`config.mk`:
```
export PLATFORM = sky130hd
export DESIGN_NAME = fetch_prefetch_unit
export DESIGN_NICKNAME = d
export VERILOG_FILES = /design/src/rtl/fetch_pkg.sv /design/src/rtl/fetch_fifo.sv /design/src/rtl/fetch_prefetch_unit.sv
export SDC_FILE = /design/constraint.sdc
export NUM_CORES = 1
export LEC_CHECK = 0
export ABC_AREA = 1
export BUFFER_PORTS_ARGS = -buffer_cell sky130_fd_sc_hd__buf_2
export CORE_MARGIN = 1
export CORE_UTILIZATION = 40
export DETAILED_ROUTE_END_ITERATION = 8
export HOLD_SLACK_MARGIN = 0.12
export PLACE_DENSITY = 0.63
export SYNTH_ARGS = -nofsm -noshare
export SYNTH_HDL_FRONTEND = slang
export SYNTH_SLANG_ARGS = --single-unit
```
`constraint.sdc`:
```
create_clock -name clk -period 10.9 [get_ports clk]
set_clock_uncertainty 0.2 [all_clocks]
set_input_delay 1.09 -clock clk [delete_from_list [all_inputs] [get_ports clk]]
set_output_delay 1.09 -clock clk [all_outputs]
set_load 0.01 [all_outputs]
```
`src/rtl/fetch_pkg.sv`:
```
// Shared types and constants for the instruction prefetch unit.
package fetch_pkg;

  localparam int unsigned INSTR_BYTES = 4;

  typedef enum logic [1:0] {
    REQ  = 2'd0,
    WAIT = 2'd1,
    HOLD = 2'd2,
    DROP = 2'd3
  } fetch_state_t;

endpackage

```
`src/rtl/fetch_fifo.sv`:
```
// Prefetch buffer: circular FIFO with flush; flush beats push and pop.
module fetch_fifo #(
  parameter int unsigned WIDTH = 64,
  parameter int unsigned DEPTH = 4
) (
  input  logic                     clk,
  input  logic                     rst,
  input  logic                     push,
  input  logic [WIDTH-1:0]         push_data,
  input  logic                     pop,
  input  logic                     flush,
  output logic [$clog2(DEPTH):0]   count,
  output logic [WIDTH-1:0]         head
);

  localparam int unsigned PTR_W = $clog2(DEPTH);
  localparam int unsigned CNT_W = PTR_W + 1;
  localparam logic [CNT_W-1:0] DEPTH_CNT = CNT_W'(DEPTH);

  logic [WIDTH-1:0] mem [DEPTH];
  logic [PTR_W-1:0] wr_ptr;
  logic [PTR_W-1:0] rd_ptr;
  logic             do_push;
  logic             do_pop;

  assign do_push = push && (count != DEPTH_CNT);
  assign do_pop  = pop && (count != '0);
  assign head    = mem[rd_ptr];

  // Pointer and occupancy bookkeeping.
  always_ff @(posedge clk) begin
    if (rst || flush) begin
      wr_ptr <= '0;
      rd_ptr <= '0;
      count  <= '0;
    end else begin
      if (do_push) wr_ptr <= wr_ptr + PTR_W'(1);
      if (do_pop)  rd_ptr <= rd_ptr + PTR_W'(1);
      count <= count + CNT_W'(do_push) - CNT_W'(do_pop);
    end
  end

  // Entry storage; contents need no reset since count gates visibility.
  always_ff @(posedge clk) begin
    if (!rst && !flush && do_push) mem[wr_ptr] <= push_data;
  end

endmodule

```
`src/rtl/fetch_prefetch_unit.sv`:
```
// Instruction prefetcher: one outstanding word read, DEPTH-entry buffer to decode.
module fetch_prefetch_unit
  import fetch_pkg::*;
#(
  parameter int unsigned      bits     = 32,
  parameter int unsigned      DEPTH    = 4,
  parameter logic [bits-1:0]  RESET_PC = '0
) (
  input  logic            clk,
  input  logic            rst,
  input  logic            redirect_valid,
  input  logic [bits-1:0] redirect_pc,
  output logic            proc_req,
  output logic            we,
  output logic [bits-1:0] ADDR_OUT,
  input  logic            mem_rdy,
  input  logic            valid,
  input  logic [bits-1:0] RDATA,
  output logic            PC_en,
  output logic            instr_valid,
  output logic [bits-1:0] INSTR_OUT,
  output logic [bits-1:0] PC_OUT,
  input  logic            instr_ready
);

  localparam int unsigned CNT_W = $clog2(DEPTH) + 1;
  localparam logic [CNT_W-1:0] DEPTH_CNT = CNT_W'(DEPTH);

  typedef struct packed {
    logic [bits-1:0] pc;
    logic [bits-1:0] instr;
  } fetch_entry_t;

  localparam int unsigned ENTRY_W = $bits(fetch_entry_t);

  fetch_state_t     state_q, state_d;
  logic [bits-1:0]  fetch_pc_q, fetch_pc_d;
  logic [bits-1:0]  req_pc_q, req_pc_d;
  logic [CNT_W-1:0] count;
  logic [CNT_W-1:0] count_after;
  logic [ENTRY_W-1:0] head_raw;
  fetch_entry_t     head_entry;
  fetch_entry_t     push_entry;
  logic             accept;
  logic             push;
  logic             pop;
  logic [bits-1:0]  redirect_aligned;
  logic             unused_redirect_lsb;

  assign unused_redirect_lsb = ^redirect_pc[1:0];
  assign redirect_aligned    = {redirect_pc[bits-1:2], 2'b00};

  // Handshake decode; outputs are forced low while reset is held.
  assign proc_req    = !rst && (state_q == REQ);
  assign we          = 1'b0;
  assign ADDR_OUT    = rst ? '0 : fetch_pc_q;
  assign accept      = proc_req && mem_rdy;
  assign PC_en       = accept && !redirect_valid;
  assign instr_valid = !rst && (count != '0);
  assign head_entry  = head_raw;
  assign INSTR_OUT   = instr_valid ? head_entry.instr : '0;
  assign PC_OUT      = instr_valid ? head_entry.pc : '0;

  assign pop         = instr_valid && instr_ready;
  assign push        = (state_q == WAIT) && valid && !redirect_valid;
  assign push_entry  = '{pc: req_pc_q, instr: RDATA};
  assign count_after = count + CNT_W'(push) - CNT_W'(pop);

  fetch_fifo #(
    .WIDTH (ENTRY_W),
    .DEPTH (DEPTH)
  ) u_fifo (
    .clk       (clk),
    .rst       (rst),
    .push      (push),
    .push_data (push_entry),
    .pop       (pop && !redirect_valid),
    .flush     (redirect_valid),
    .count     (count),
    .head      (head_raw)
  );

  // State, fetch address and in-flight request address registers.
  always_ff @(posedge clk) begin
    if (rst) begin
      state_q    <= REQ;
      fetch_pc_q <= RESET_PC;
      req_pc_q   <= '0;
    end else begin
      state_q    <= state_d;
      fetch_pc_q <= fetch_pc_d;
      req_pc_q   <= req_pc_d;
    end
  end

  // Next-state logic; a redirect overrides the normal transitions.
  always_comb begin
    state_d    = state_q;
    fetch_pc_d = fetch_pc_q;
    req_pc_d   = req_pc_q;

    case (state_q)
      REQ: begin
        if (accept) begin
          req_pc_d   = fetch_pc_q;
          fetch_pc_d = fetch_pc_q + bits'(INSTR_BYTES);
          state_d    = WAIT;
        end
      end
      WAIT: begin
        if (valid) state_d = (count_after < DEPTH_CNT) ? REQ : HOLD;
      end
      HOLD: begin
        if (count_after < DEPTH_CNT) state_d = REQ;
      end
      DROP: begin
        if (valid) state_d = REQ;
      end
      default: state_d = REQ;
    endcase

    if (redirect_valid) begin
      fetch_pc_d = redirect_aligned;
      case (state_q)
        REQ:     state_d = accept ? DROP : REQ;
        WAIT:    state_d = valid ? REQ : DROP;
        DROP:    state_d = valid ? REQ : DROP;
        default: state_d = REQ;
      endcase
    end
  end

  // A response is only legal while one is outstanding.
  a_no_spurious_valid: assert property (@(posedge clk) disable iff (rst)
    !(valid && (state_q == REQ || state_q == HOLD)));

endmodule

```
==> results.md <==
- Htree depth: 2
- Final Hold Slack: 292 ps
- Slew HR: 0.222
- Worst path cell trace: buf_4 > inv_2 > buf_4 > nor2_1 > o21ai_0 > a21oi_1 > buf_2
- Peak supply drop: 0.0771 mV
- Syn Area/Cell: 10.1 sq um
- Seq/Total Area, Yosys: 0.658
- WL per Instance: 16.1 um
- Initial antenna violation count: 0
- Crit. End Element: output pin
- Num CTS Buffers: 35
- Layout cells sized above 1: 0.173
- 1st-pass router iterations: 5
- Vias in the first global route: ~8900
- Seq cells post-synth: 319
- Die W: 186 um
- Multi-input gate area: 4050 sq um
- Actual slew at the worst max-slew pin: about 1200 ps
- Gpl congestion: 0.917
- Crit path largest cell delay: 640 ps
- Post-layout instance area: around 16000 sq um
- Crit path DAT: roughly 2900 ps
- Status: completed
- Hold crit path type: reg -> reg
- Main combinational cell family by area after synthesis: simple AND/OR/NAND/NOR gates
- Max_cap viols: 0
- Final Max Slew Viols: 0
- ANT nets after route: 0
- Rows: 66
- Synth Warn #: 0
- Fillers: 3088
- DIE AREA: 34400 sq um
- Setup CP Type: reg -> out
- Detailed-route via count: roughly 9600
- Fin crit share: 0.381
- Crit Path Max Fanout: 63
- Setup bufs post-CTS: 0
- Area grow syn2layout: 17.7%
- Final setup violation count: 0
- Synth Cell Area: 13500 sq um
- Die Span Y: 186 um
- First-pass GRT wire length: approximately 48 mm
- DP HPWL: 18.1 mm
- Simple logic cell fraction of the synthesized area: 0.171
- Count of cell types in the netlist: 37
- # DRC: 0
- CP Launch Type: flip-flop
- Gr ovfl total: 0
- Post-cts sizing count: 0
- CTS tree: built
- Core ar.: 32900 sq um
- I/O Buffers: 162
- Initial Util: 0.410
- FF/Latch Area: roughly 8900 sq um
- Cells after synthesis: 1336
- LEAKAGE: 5.92 nW
- Fin. Hold Viols: 0
- Worst path bufs/invs: 4
- Initial drt markers: 731
- Nets: 1555
- Max Root-Sink Buffers: 3
- Compound-Gate Fraction of Synth Area: 0.109
- Fmax: approximately 240 MHz
- Total track usage: 0.180
- Critical Path Slowest Stage Cell: buf_4
- Hold-fix buffers, CTS: 0
- Clock root buffer: clkbuf_16
- Most frequent CP cell: buf_4
- Placed cell area: 14600 sq um
- XOR/XNOR Fraction of Synth Area: 0.00715
- Power density cells: 167 nW/um^2
- RSZ-0062 raised after global routing: no
- # IOs: 170
- Setup TNS Final: 0 ps
- Clock Pin Slew Worst Setup and Hold Paths: approximately 60 ps
- Req. time, crit path: ~9600 ps
- Clock Sinks: 319
- Vias/cell: 4.93
- Clock Latency Late Sink: 500 ps
- Post-Synth Adder-Cell Area: 0.00984
- DRT Wirelength: 31.2 mm
- Largest net degree at the start of global routing: roughly 130
- Period minus WS final: 4150 ps
- Crit-path leading delay family: buffers and inverters
- Mux cell area share after synthesis: 0
==> power by group <==
part / internal, mW / total (mW) / switching, mW
Combinational: 0.0286 / 0.0896 / 0.0610
Sequential: 1.32 / 1.34 / 0.0159
Clock: 0.774 / 1.22 / 0.451
==> sequential cells by signal, indices dropped and copies added, names as in the netlist, named ones only <==
signal	cells
u_fifo.rd_ptr	2
req_pc_q	30
fetch_pc_q	30
state_q	2
u_fifo.mem	248
u_fifo.count	3
u_fifo.wr_ptr	2
==> cell type report <==
type | instances | area share
inverters | 73 | 0.0177
well taps | 442 | 0.0349
repair buffers | 172 | 0.0558
diodes | 1 | 0.000158
multi-input cells | 874 | 0.255
clock buffers | 43 | 0.0610
flip-flops and latches | 319 | 0.559
clock inverters | 18 | 0.0159
==> layout by cell type, fill, tap and decap left out, types with 4 or more instances in the layout <==
cell and count:
a31oi_1 8, bufinv_16 6, nor3_1 4, buf_4 10, nand3_1 54, xor2_1 10, dfxtp_1 69, conb_1 5
nand2_1 129, inv_2 4, a21oi_1 89, inv_1 67, nor2_1 346, nor2_4 9, clkbuf_1 4, nor2_2 5
clkinv_2 5, buf_2 162, ha_1 9, o21ai_0 185, edfxtp_1 248, clkbuf_16 37
==> per-layer routing <==
metal  global-route usage  vias up  wire length (um)
li1                     -     4809                 -
met1                0.246     4430             14300
met2                0.295      296             14400
met3               0.0315       40              2010
met4               0.0443        0               525
met5                    0        -                 0
==> final timing paths <==
path,start,end,slack [ps],cells past startpoint
worst max register to register,u_fifo.count[1]$_SDFF_PP0_,u_fifo.count[2]$_SDFF_PP0_,7840,14
worst min-delay path,u_fifo.rd_ptr[0]$_SDFFE_PP0P_,flip-flop,290,2
worst max-delay path,flip-flop,PC_OUT[21],6750,7
worst min register to register,u_fifo.rd_ptr[0]$_SDFFE_PP0P_,flip-flop,290,2
==> metrics by stage <==
| step | util | power, mW | instances | worst slack [ps] |
|---|---|---|---|---|
| 6_report | 0.483 | 2.65 | 1942 | 6750 |
| 5_1_grt | 0.483 | 2.75 | 1941 | 6570 |
| 4_1_cts | 0.483 | 2.68 | 1941 | 6680 |
| 3_5_place_dp | 0.446 | 1.45 | 1880 | 6780 |
| 3_3_place_gp | 0.446 | 1.45 | 1880 | 6740 |
| 2_1_floorplan | - | 1.41 | 1340 | 5830 |
==> worst reg2reg max path: stages (launching register included) <==
cell and delay, ps:
dfxtp_1 330, inv_1 120, nand3_1 110, nand2_2 60
buf_4 670, nor2_2 120, nand2_1 170, inv_1 60
ha_1 270, inv_1 40, ha_1 180, fa_1 360
inv_1 80, o21ai_0 80, a21oi_1 140
==> cells in the mapped netlist, drive strengths merged <==
master  instances  share of area
nand3          58          0.025
nor3            5         0.0022
edfxtp        248           0.55
inv            72          0.020
nor2          360           0.10
a31oi           8         0.0037
o31ai           1        0.00056
a21oi          90          0.034
conb            1        0.00028
nand4           1        0.00093
xor2           10         0.0065
buf            27          0.011
a22oi           1        0.00056
fa              1         0.0015
or2             1        0.00046
clkbuf         47          0.013
nand3b          1        0.00056
dfxtp          71           0.11
o21ai         189          0.070
clkinv          1        0.00037
ha              9         0.0084
nand2         133          0.038
xnor2           1        0.00065
==> cell families after synthesis <==
| kind of cell | count (synthesis) |
|---|---|
| AOI/OAI and AO/OA | 289 |
| xor gates and xnor gates | 11 |
| adders and majority gates | 10 |
| buffers and inverters | 147 |
| DFF | 319 |
| other | 1 |
| and+or+nand+nor | 559 |
No activity file was read; power rests on OpenSTA's default activity.
